<file path="config.mk">
export PLATFORM = sky130hd
export DESIGN_NAME = memory_fsm_reader
export DESIGN_NICKNAME = d
export VERILOG_FILES = /design/src/rtl/memory_fsm_reader.sv
export SDC_FILE = /design/constraint.sdc
export NUM_CORES = 1
export LEC_CHECK = 0
export ABC_CLOCK_PERIOD_IN_PS = 7300
export BUFFER_PORTS_ARGS = -buffer_cell sky130_fd_sc_hd__clkbuf_2
export CORE_MARGIN = 3
export CORE_UTILIZATION = 30
export CTS_CLUSTER_DIAMETER = 120
export DETAILED_ROUTE_END_ITERATION = 7
export GPL_ROUTABILITY_DRIVEN = 0
export PLACE_DENSITY_LB_ADDON = 0.15
export SLEW_MARGIN = 0
export SYNTH_ARGS = -nofsm -noshare
export SYNTH_HDL_FRONTEND = slang
export SYNTH_SLANG_ARGS = --single-unit
</file>
<file path="constraint.sdc">
create_clock -name clk -period 7.3 [get_ports clk]
set_input_delay 0.73 -clock clk [delete_from_list [all_inputs] [get_ports clk]]
set_output_delay 0.73 -clock clk [all_outputs]
set_load 0.05 [all_outputs]
</file>
<file path="src/rtl/memory_fsm_reader.sv">
`default_nettype none
// ============================================================================
// Module   : memory_fsm_reader
// Brief    : Reads LEN words back from a dual-port memory, two per pass, and
//            verifies them against the Fibonacci recurrence mod 2^DATA_W.
// Revision : 1.0 - initial release
// ============================================================================
module memory_fsm_reader #(
  parameter int ADDR_W   = 15,
  parameter int DATA_W   = 16,
  parameter int MEM_W    = 18,
  parameter int LEN      = 32,
  parameter int READ_LAT = 1
) (
  input  logic              clk,
  input  logic              clr,
  input  logic              start,
  input  logic [ADDR_W-1:0] base,
  input  logic              sel,
  input  logic [MEM_W-1:0]  rd0,
  input  logic [MEM_W-1:0]  rd1,
  output logic [ADDR_W-1:0] addr0,
  output logic [ADDR_W-1:0] addr1,
  output logic              en0,
  output logic              en1,
  output logic              we0,
  output logic              we1,
  output logic              busy,
  output logic              done,
  output logic              error,
  output logic [ADDR_W-1:0] err_addr,
  output logic              err_port,
  output logic [ADDR_W:0]   checked,
  output logic [DATA_W-1:0] display
);

  localparam int CHK_W = ADDR_W + 1;
  localparam int K_W   = (LEN > 2) ? $clog2(LEN / 2) : 1;
  localparam int CNT_W = (READ_LAT > 1) ? $clog2(READ_LAT) : 1;
  localparam logic [K_W-1:0]   K_LAST   = K_W'(LEN / 2 - 1);
  localparam logic [CNT_W-1:0] CNT_LOAD = CNT_W'(READ_LAT - 1);

  typedef enum logic [2:0] {
    S_IDLE  = 3'd0,
    S_ISSUE = 3'd1,
    S_WAIT  = 3'd2,
    S_CHECK = 3'd3,
    S_DONE  = 3'd4,
    S_ERROR = 3'd5
  } state_t;

  state_t            state_q, state_d;
  logic [ADDR_W-1:0] addr0_q, addr0_d, addr1_q, addr1_d;
  logic [ADDR_W-1:0] err_addr_q, err_addr_d;
  logic              en_q, en_d, busy_q, busy_d;
  logic              done_q, done_d, error_q, error_d;
  logic              err_port_q, err_port_d;
  logic [CHK_W-1:0]  checked_q, checked_d;
  logic [K_W-1:0]    k_q, k_d;
  logic [CNT_W-1:0]  cnt_q, cnt_d;
  logic [DATA_W-1:0] p2_q, p2_d, p1_q, p1_d;
  logic [DATA_W-1:0] d0_q, d0_d, d1_q, d1_d;
  logic [DATA_W-1:0] w0, w1, e0, e1;
  logic              pair_ok;

  // Only the low DATA_W bits of each memory word take part in checking.
  generate
    if (MEM_W > DATA_W) begin : g_unused_hi
      logic unused_rd_hi;
      assign unused_rd_hi = ^{rd0[MEM_W-1:DATA_W], rd1[MEM_W-1:DATA_W]};
    end
  endgenerate

  assign w0      = rd0[DATA_W-1:0];
  assign w1      = rd1[DATA_W-1:0];
  assign e0      = p2_q + p1_q;
  assign e1      = p1_q + w0;
  assign pair_ok = (k_q == '0) || ((w0 == e0) && (w1 == e1));

  always_ff @(posedge clk or negedge clr) begin
    if (!clr) begin
      state_q    <= S_IDLE;
      addr0_q    <= '0;
      addr1_q    <= '0;
      err_addr_q <= '0;
      en_q       <= 1'b0;
      busy_q     <= 1'b0;
      done_q     <= 1'b0;
      error_q    <= 1'b0;
      err_port_q <= 1'b0;
      checked_q  <= '0;
      k_q        <= '0;
      cnt_q      <= '0;
      p2_q       <= '0;
      p1_q       <= '0;
      d0_q       <= '0;
      d1_q       <= '0;
    end else begin
      state_q    <= state_d;
      addr0_q    <= addr0_d;
      addr1_q    <= addr1_d;
      err_addr_q <= err_addr_d;
      en_q       <= en_d;
      busy_q     <= busy_d;
      done_q     <= done_d;
      error_q    <= error_d;
      err_port_q <= err_port_d;
      checked_q  <= checked_d;
      k_q        <= k_d;
      cnt_q      <= cnt_d;
      p2_q       <= p2_d;
      p1_q       <= p1_d;
      d0_q       <= d0_d;
      d1_q       <= d1_d;
    end
  end

  always_comb begin
    state_d    = state_q;
    addr0_d    = addr0_q;
    addr1_d    = addr1_q;
    err_addr_d = err_addr_q;
    en_d       = en_q;
    busy_d     = busy_q;
    done_d     = done_q;
    error_d    = error_q;
    err_port_d = err_port_q;
    checked_d  = checked_q;
    k_d        = k_q;
    cnt_d      = cnt_q;
    p2_d       = p2_q;
    p1_d       = p1_q;
    d0_d       = d0_q;
    d1_d       = d1_q;

    case (state_q)
      S_IDLE, S_DONE, S_ERROR: begin
        if (start) begin
          state_d    = S_ISSUE;
          k_d        = '0;
          addr0_d    = base;
          addr1_d    = base + ADDR_W'(1);
          en_d       = 1'b1;
          busy_d     = 1'b1;
          done_d     = 1'b0;
          error_d    = 1'b0;
          err_addr_d = '0;
          err_port_d = 1'b0;
          checked_d  = '0;
        end
      end
      S_ISSUE: begin
        state_d = S_WAIT;
        cnt_d   = CNT_LOAD;
      end
      S_WAIT: begin
        if (cnt_q == '0) begin
          state_d = S_CHECK;
        end else begin
          cnt_d = cnt_q - CNT_W'(1);
        end
      end
      S_CHECK: begin
        // Display follows every pair read, including the one that fails.
        d0_d = w0;
        d1_d = w1;
        if (pair_ok) begin
          p2_d      = w0;
          p1_d      = w1;
          checked_d = checked_q + CHK_W'(2);
          if (k_q == K_LAST) begin
            state_d = S_DONE;
            done_d  = 1'b1;
            busy_d  = 1'b0;
            en_d    = 1'b0;
          end else begin
            state_d = S_ISSUE;
            k_d     = k_q + K_W'(1);
            addr0_d = addr0_q + ADDR_W'(2);
            addr1_d = addr1_q + ADDR_W'(2);
          end
        end else begin
          state_d = S_ERROR;
          error_d = 1'b1;
          busy_d  = 1'b0;
          en_d    = 1'b0;
          if (w0 != e0) begin
            err_addr_d = addr0_q;
            err_port_d = 1'b0;
          end else begin
            err_addr_d = addr1_q;
            err_port_d = 1'b1;
          end
        end
      end
      default: state_d = S_IDLE;
    endcase
  end

  assign addr0    = addr0_q;
  assign addr1    = addr1_q;
  assign en0      = en_q;
  assign en1      = en_q;
  assign we0      = 1'b0;
  assign we1      = 1'b0;
  assign busy     = busy_q;
  assign done     = done_q;
  assign error    = error_q;
  assign err_addr = err_addr_q;
  assign err_port = err_port_q;
  assign checked  = checked_q;
  assign display  = sel ? d1_q : d0_q;

endmodule
`default_nettype wire

</file>
# Yosys cells after proc, flatten, opt, wreduce, memory -nomap -nowiden

Index checks and enable logic that the tools add are counted.

Bits in registers: 137
Latch bits: 0
RAM bits: 0
ROM bits: 0
Bits of input ports: 55
Output and inout bits: 85
Word-level logic and storage cells: 93
Memories: 0

Add/sub/neg operators: 8
Multipliers: 0
Divide/modulo/power cells: 0
Magnitude comparators: 0
Equal/unequal tests: 16
Shifts and indexed selects: 0
Multiplexer cells: 40
Bitwise logic cells: 0
Reductions and logical operators: 14

Operator list:

| cell                    | count |
|---|---|
| $mux W15                | 9 |
| $pmux W15 S2            | 3 |
| $mux W16                | 3 |
| $add A16 B16 Y16        | 2 |
| $eq A16 B16 Y1          | 2 |
| $pmux W16 S2            | 1 |
| $add A15 B2 Y15 const B | 2 |
| $add A16 B2 Y16 const B | 1 |
| $ne A16 B16 Y1          | 1 |
| $add A15 B1 Y15 const B | 1 |
| $mux W3                 | 4 |
| $mux W4                 | 3 |
| $ne A2 B2 Y1 const B    | 6 |
| $pmux W3 S4             | 1 |
| $mux W1                 | 10 |
| $pmux W1 S2             | 5 |
| $reduce_and A3 Y1       | 3 |
| $pmux W4 S2             | 1 |
| $reduce_and A4 Y1       | 2 |
| $eq A3 B2 Y1 const B    | 2 |
| $eq A3 B3 Y1 const B    | 2 |
| $add A4 B1 Y4 const B   | 1 |
| $eq A4 B4 Y1 const B    | 1 |
| $logic_not A4 Y1        | 1 |
| 9 further kinds         | 11 |

# Depth between registers and ports, before layout

Gate-level depths: netlist of run 1.

Depth after elaboration: 6
Gate-level depth with buffers: 13
Gate-level depth less buffers: 12

# Least setup slack after synthesis of run 1

Ideal clock, no wire load.

Path kind: in2reg
Start: input rd0[0]
End: register addr0_q[2] (netlist: addr0[2])
Data arrival time: 3.949 ns
Required time: 7.175 ns
Setup slack: 3.226 ns
Stages: 12
Path buffers: 0
Path through: ha_1 fa_1 a21o_1 a221oi_1 o21ai_0 xnor2_1 nor4_1 o2111ai_1 nor4_4 o21ai_1 o21ai_1 mux2_2

Word-level cells in the longest chain between the ends: 6
Elaborated cells on any way between the ends: 7

Ends and longest elaborated chain:

| element                         | RTL line | text |
|---|---|---|
| start, declared                 | 20       | `input logic [MEM_W-1:0] rd0,` |
| $add A16 B16 Y16                | 77       | `assign e1 = p1_q + w0;` |
| $eq A16 B16 Y1                  | 78       | `assign pair_ok = (k_q == '0) \|\| ((w0 == e0) && (w1 == e1));` |
| $logic_and A1 B1 Y1 (*)         | 78       |  |
| $logic_or A1 B1 Y1 (*)          | 78       |  |
| $ne A2 B2 Y1 (no line) (*)      | -        |  |
| $reduce_and A4 Y1 (no line) (*) | -        |  |
| end signal, assigned            | 100      | `addr0_q <= addr0_d;` |
| end, declared                   | 53       | `logic [ADDR_W-1:0] addr0_q, addr0_d, addr1_q, addr1_d;` |

Every way passes the cells marked *; elsewhere a longest branch is shown, timed or not.
A chain may end at the register's enable or synchronous reset.

# Worst setup path after layout of run 1

Start: register p1_q[0]
End: register checked_q[10] (netlist: checked[10])

Word-level cells in the longest chain between the ends: 6
Elaborated cells on any way between the ends: 8

Ends and longest elaborated chain:

| element                             | RTL line | text |
|---|---|---|
| start, declared                     | 61       | `logic [DATA_W-1:0] p2_q, p2_d, p1_q, p1_d;` |
| start signal, assigned              | 112      | `p1_q <= p1_d;` |
| $add A16 B16 Y16 (on tied branches) | 76, 77   |  |
| $eq A16 B16 Y1                      | 78       |  |
| $logic_and A1 B1 Y1 (*)             | 78       |  |
| $logic_or A1 B1 Y1 (*)              | 78       |  |
| $ne A2 B2 Y1 (no line) (*)          | -        |  |
| $reduce_and A3 Y1 (no line) (*)     | -        |  |
| end signal, assigned                | 108      | `checked_q <= checked_d;` |
| end, declared                       | 58       | `logic [CHK_W-1:0] checked_q, checked_d;` |

Marks and branches as above.

==> results of run 1 <==
-- worst paths after layout --
check	end	slack [ns]	depth (start not counted)
hold / removal	d0_q[7]	0.23	1
min in group clk	d1_q[6]	0.47	2
hold reg to reg	d1_q[6]	0.47	2
setup / recovery	checked[10]	2.38	12
max in group asynchronous	addr0[4]	6.05	2
setup reg to reg	checked[10]	2.38	12
-- layout make-up --
type | instances | area (um^2) | area share, %
multi-input combinational | 739 | 4930 | 48.4
clock inverter | 15 | 151 | 1.49
timing repair buffer | 144 | 757 | 7.44
inverter | 18 | 67.6 | 0.664
tap | 378 | 473 | 4.65
sequential | 135 | 3380 | 33.2
clock buffer | 17 | 425 | 4.18
-- cell families after synthesis --
kind of cell	Yosys count
simple gates	343
xor+xnor	65
compound gates	209
mux	81
buf+inv	67
flops	135
other cells	1
fa+ha+maj	38
-- per-stage QoR --
step / utilization (%) / instances
2_1_floorplan: - / 941
3_3_place_gp: 34.4 / 1414
3_5_place_dp: 34.4 / 1414
4_1_cts: 36.4 / 1446
5_1_grt: 36.4 / 1446
6_report: 36.4 / 1446
-- power breakdown --
group	internal [mW]	leakage [nW]	switching (mW)	total, mW
Clock	0.459	0.287	0.408	0.867
Sequential	1.08	1.66	0.317	1.39
Combinational	1.15	2.65	2.08	3.23
-- layout by cell type, fill, tap and decap left out, types with 6 or more instances in the layout --
master,n
nor3_1,12
o2111ai_1,6
buf_4,12
clkbuf_2,131
nand4_1,11
xnor2_1,41
a31oi_1,6
a211oi_1,6
clkbuf_16,17
xor2_1,24
inv_1,18
nand2_1,187
o21ai_0,48
or4_1,10
o22ai_1,14
a2bb2oi_1,11
and3_1,17
nor2_1,37
ha_1,36
nand3_1,31
o21a_1,6
mux2i_1,26
inv_6,8
o211ai_1,9
a21o_1,10
mux2_2,55
a21oi_1,45
o31ai_1,11
dfrtp_1,135
-- worst reg2reg max path, delay by kind of cell, from the launching register on --
kind	cells	cell delay, ns
AO/OA/AOI/OAI	5	1.51
multiplexers	1	0.29
adder cells (fa/ha/maj)	2	0.63
AND/OR/NAND/NOR	4	2.02
flip-flops	1	0.40
-- state kept, by name, summed over array words and instances (netlist names) --
signal / cells
d0_q: 16
d1_q: 16
p1_q: 16
p2_q: 16
addr0: 15
addr1: 15
checked: 15
err_addr: 15
k_q: 4
state_q: 3
busy: 1
done: 1
err_port: 1
error: 1
-- metal layers --
layer / wire (um) / GRT usage [%] / vias up
li1: - / - / 3611
met1: 12900 / 25.2 / 3649
met2: 11900 / 26.2 / 154
met3: 994 / 2.85 / 19
met4: 352 / 4.59 / 0
met5: 0 / 0 / -
-- Yosys cell counts, types with 4 or more instances --
library cell,number,share of area (%)
nand4_1,11,0.81
mux2_2,55,7.3
nor2b_1,5,0.37
mux2i_1,26,3.0
and2_1,5,0.37
nor3_1,13,0.76
o21ai_0,48,2.8
clkbuf_1,41,1.8
o31ai_1,11,0.97
or4_1,10,0.88
a31oi_1,6,0.44
xor2_1,24,2.5
and3_1,17,1.2
a21oi_1,45,2.6
o2111ai_1,6,0.62
xnor2_1,41,4.2
dfrtp_1,135,40
ha_1,36,5.3
or3_1,5,0.37
o22ai_1,14,1.0
nor4_1,5,0.37
nand3b_1,4,0.35
a211oi_1,7,0.62
o21a_1,6,0.53
a2bb2oi_1,11,1.1
nand2_1,188,8.3
inv_1,18,0.79
o211ai_1,9,0.79
a21o_1,10,0.88
nor2_1,38,1.7
buf_4,5,0.44
nand3_1,31,1.8
==> run_results.csv, run 1 <==
group,metric,value,unit
power,p_leak,4.59,nW
clock_tree,cts_buffer_depth,2,
route,dr_total_vias,7433,
synth,synth_top_family_by_area,"simple AND/OR/NAND/NOR gates",
synth,synth.distinct_cells,67,
worst_setup_path,r2r-start,"p1_q[0]",
die,io_pins,140,
synth,ys_warn_count,0,
global_routing,antenna_found_initial,0,
layout,drive_above_1_share,22.8,%
worst_setup_path,crit_path_max_incr_delay,0.76,ns
synth,ys_seq_area_share,39.6,%
clock_tree,post_cts_buffers,0,
clock_tree,ctsRootBufferMaster,"clkbuf_16",
clock_tree,cts_max_level,4,
sta,fin_tns_setup,0,ns
worst_setup_path,cp-startpoint,"p1_q[0]",
synth,netlist_instances,939,
die,die_x,175,um
route,routed_wl,26.2,mm
worst_hold_path,hp-class,"input port to asynchronous set/reset pin",
sta,period_share,67.5,%
clock_tree,cts_repair_resize_count,0,
global_routing,grt_max_degree,65,
run,maxCapViolCount,0,
worst_setup_path,cp.required,7.65,ns
synth,synthMuxAreaShare,10.3,%
clock_tree,cts_buffers,17,
synth,ys_async_sr_fraction,100,%
die,die_h,175,um
place,place_worst_setup_slack,2.27,ns
worst_setup_path,crit_path_top_delay_cell,"nor4_4",
synth,synth_area,8540,um^2
synth,synth.avg_cell_area,9.09,um^2
route,wire_per_inst,18.1,um
clock_tree,cts.reportedPaths.clkPinSlew,0.07,ns
place,dpl_cell_area,9600,um^2
sta,finalClockSkew,0.0141,ns
worst_setup_path,worstPathCellList,"ha_1 -> fa_1 -> a21o_1 -> a221o_1 -> a41o_1 -> mux2_2 -> nor4_1 -> nand4_1 -> nor4_4 -> o211ai_1 -> or4_1 -> a21oi_1",
die,core_area,27900,um^2
worst_setup_path,worstPathMaxFanout,10,
route,first_pass_iters,4,
synth,yosys.area_share.adder,5.75,%
power,power.total,5.49,mW
die,initial_core_util,30.6,%
layout,area_delta_synth_final,19.2,%
layout,diodes,0,
outcome,status,"finished, final reports clean",
worst_setup_path,start_kind,"flip-flop",
clock_tree,cts_tree,"built",
layout,finalInstanceArea,10200,um^2
worst_setup_path,arrival,5.28,ns
worst_setup_path,cp_num_buf_inv,0,
die,row_count,61,
synth,synth_ff_type,"dfrtp_1",
clock_tree,cts_sinks,135,
synth,synth-edff-count,0,
die,fp.dieArea,30500,um^2
route,drc,0,
sta,grt_setup_unrepaired,"no",
place,hpwlAfterDp,18.7,mm
synth,synth_xor_area_share,6.67,%
power,p_per_area,539,nW/um^2
sta,hold_slack,0.229,ns
synth,synthSimpleGateAreaFrac,18.4,%
synth,ys_seq_elements,135,
global_routing,grt.total_usage,17.2,%
global_routing,grt_pass1_wl,41.6,mm
route,drtIter0Drc,404,
sta,max_clock_freq,203,MHz
route,via_per_inst,5.14,
sta,slew_violations,0,
worst_setup_path,path_delay_family,"simple AND/OR/NAND/NOR gates",
worst_setup_path,critPathCaptureType,"flip-flop",
route,drtAntennaViolNets,0,
clock_tree,worstSkewPairLatency,0.43,ns
global_routing,grt_overflow_total,0,
layout,final_nets,1148,
clock_tree,cts_hold_buf,0,
sta,setup_ws,2.38,ns
place,portBuffers,132,
sta,min_period,4.92,ns
power,vdd_ir_drop_max,263,uV
sta,hold_viol_final,0,
layout,fill_cells,2946,
worst_setup_path,worstSetupPathType,"flip-flop to flip-flop",
global_routing,grt_pass1_vias,7143,
sta,worst_slew_pin_slew,1.04,ns
sta,slew_headroom,30.3,%
sta,setup_violations,0,
synth,synth_compound_area_share,16.1,%
Power figures use the tool's default switching activity.
==> inputs of run 2 (changes only) <==
Settings changed: ABC_CLOCK_PERIOD_IN_PS 7300 to 4400.
Clock period 7.3 ns to 4.4 ns, I/O delays scaled along.
==> run 2 against run 1 <==
Effect of this change: global-route usage up 0.23 points; maximum frequency is 19% higher; largest power group unchanged; wire length increased by 0.49%; total power grew 71%; hold slack lost 0.15 ns.
==> run_results.csv, run 2 (synthesized netlist as in run 1, its figures left out) <==
group,metric,value,unit
layout,drive_above_1_share,24.3,%
route,drtIter0Drc,494,
sta,period_share,93.9,%
sta,min_period,4.13,ns
global_routing,grt.total_usage,17.4,%
layout,finalInstanceArea,10400,um^2
route,dr_total_vias,7424,
global_routing,grt_overflow_total,0,
clock_tree,ctsRootBufferMaster,"clkbuf_16",
layout,final_cell_mix,"nand2_1, dfrtp_1, clkbuf_2",
die,core_area,27900,um^2
worst_setup_path,critPathCaptureType,"flip-flop",
worst_setup_path,crit_path_max_incr_delay,0.40,ns
power,vdd_ir_drop_max,502,uV
global_routing,grt_pass1_vias,7324,
die,fp.dieArea,30500,um^2
global_routing,use_met1,25.0,%
global_routing,grt_max_degree,92,
place,hpwlAfterDp,19.1,mm
clock_tree,cts_sinks,135,
global_routing,met2_usage,27.2,%
global_routing,grt_use_met3,3.46,%
route,routed_wl,26.3,mm
route,via_per_inst,5.07,
sta,hold_slack,0.0832,ns
worst_setup_path,cp.depth,14,
worst_setup_path,reg2regPathDepth,14,
sta,worst_slew_pin_slew,1.08,ns
worst_setup_path,cp.required,4.74,ns
worst_setup_path,start_kind,"flip-flop",
clock_tree,cts.reportedPaths.clkPinSlew,0.07,ns
die,io_pins,140,
route,drtAntennaViolNets,0,
place,place_worst_setup_slack,-0.00312,ns
worst_setup_path,path_delay_family,"compound AO/OA/AOI/OAI gates",
run,maxCapViolCount,0,
power,p_leak,4.70,nW
layout,multi_input_area,4940,um^2
power,p_per_area,904,nW/um^2
sta,finalClockSkew,0.0185,ns
clock_tree,worstSkewPairLatency,0.43,ns
place,portBuffers,132,
route,first_pass_iters,6,
die,initial_core_util,30.6,%
sta,slew_violations,0,
sta,setup_ws,0.270,ns
worst_setup_path,worstSetupPathType,"flip-flop to flip-flop",
layout,final_nets,1165,
clock_tree,cts_max_level,4,
worst_setup_path,cp_num_buf_inv,2,
place,numPlacedInstances,1429,
sta,setup_violations,0,
sta,hold_viol_final,0,
layout,area_delta_synth_final,22.0,%
worst_setup_path,crit_path_top_delay_cell,"dfrtp_1",
worst_setup_path,arrival,4.47,ns
layout,postLayoutCoreUtil,37.3,%
layout,fin_cells,1463,
die,die_h,175,um
worst_setup_path,worstPathMaxFanout,8,
layout,diodes,0,
layout,fill_cells,2952,
outcome,status,"finished, final reports clean",
global_routing,grt_pass1_wl,42.3,mm
clock_tree,cts_hold_buf,0,
sta,max_clock_freq,242,MHz
clock_tree,cts_tree,"built",
sta,slew_headroom,27.6,%
route,wire_per_inst,18.0,um
layout,final-seq-area,3380,um^2
clock_tree,cts_buffer_depth,2,
route,drc,0,
die,die_x,175,um
clock_tree,cts_buffers,17,
sta,grt_setup_unrepaired,"no",
worst_hold_path,hp-class,"input port to asynchronous set/reset pin",
place,dpl_cell_area,9740,um^2
die,row_count,61,
layout,final_common_cell,"nand2_1",
worst_setup_path,worstPathCellList,"ha_1 -> fa_2 -> a21o_1 -> a221o_1 -> a41o_1 -> mux2_2 -> nor4_2 -> nand4_1 -> nor4_4 -> buf_6 -> o211ai_1 -> buf_4 -> or3_1 -> a21oi_1",
global_routing,busiest_layer,"met2",
global_routing,antenna_found_initial,0,
run 2: layout make-up:
cell class | count | share of cell area [%]
Timing Repair Buffer | 161 | 8.77
Inverter | 18 | 0.649
Clock buffer | 17 | 4.09
Multi-Input combinational cell | 739 | 47.4
Tap cell | 378 | 4.54
Sequential cell | 135 | 32.4
Clock inverter | 15 | 2.07
run 2: path summary, 6_finish.rpt:
path / from / to / slack [ns]
min in group clk: start / state_q[2] / 0.25
max: p1_q[0] / checked[6] / 0.27
max reg2reg: p1_q[0] / checked[6] / 0.27
max in group asynchronous: clr / k_q[3] / 3.33
min: clr / d0_q[7] / 0.08
min reg2reg: d1_q[5] / d1_q[5] / 0.47
run 2: where the power goes:
group / switching (mW) / internal (mW)
clock: 0.629 / 0.964
combinational: 3.48 / 2.02
sequential: 0.529 / 1.78
total: 4.64 / 4.77
run 2: layer usage:
layer  share of wire (%)  up-vias
met3                 4.0       13
met2                  46      160
met4                0.89        0
met5                   0        -
li1                    -     3645
met1                  49     3606
run 2: timing repair:
action / CTS / global route
setup endpoints to repair: 3 / 58
setup buffers: 0 / 2
pin swaps: 1 / 3
gates resized for setup: 0 / 4
run 2: per-stage QoR:
step                      power (mW)  setup TNS (ns)
after global routing            10.1               0
after CTS                       9.48               0
after detailed placement        7.83        -0.00312
after floorplan                 6.33               0
final                           9.41               0
after global placement          7.81               0
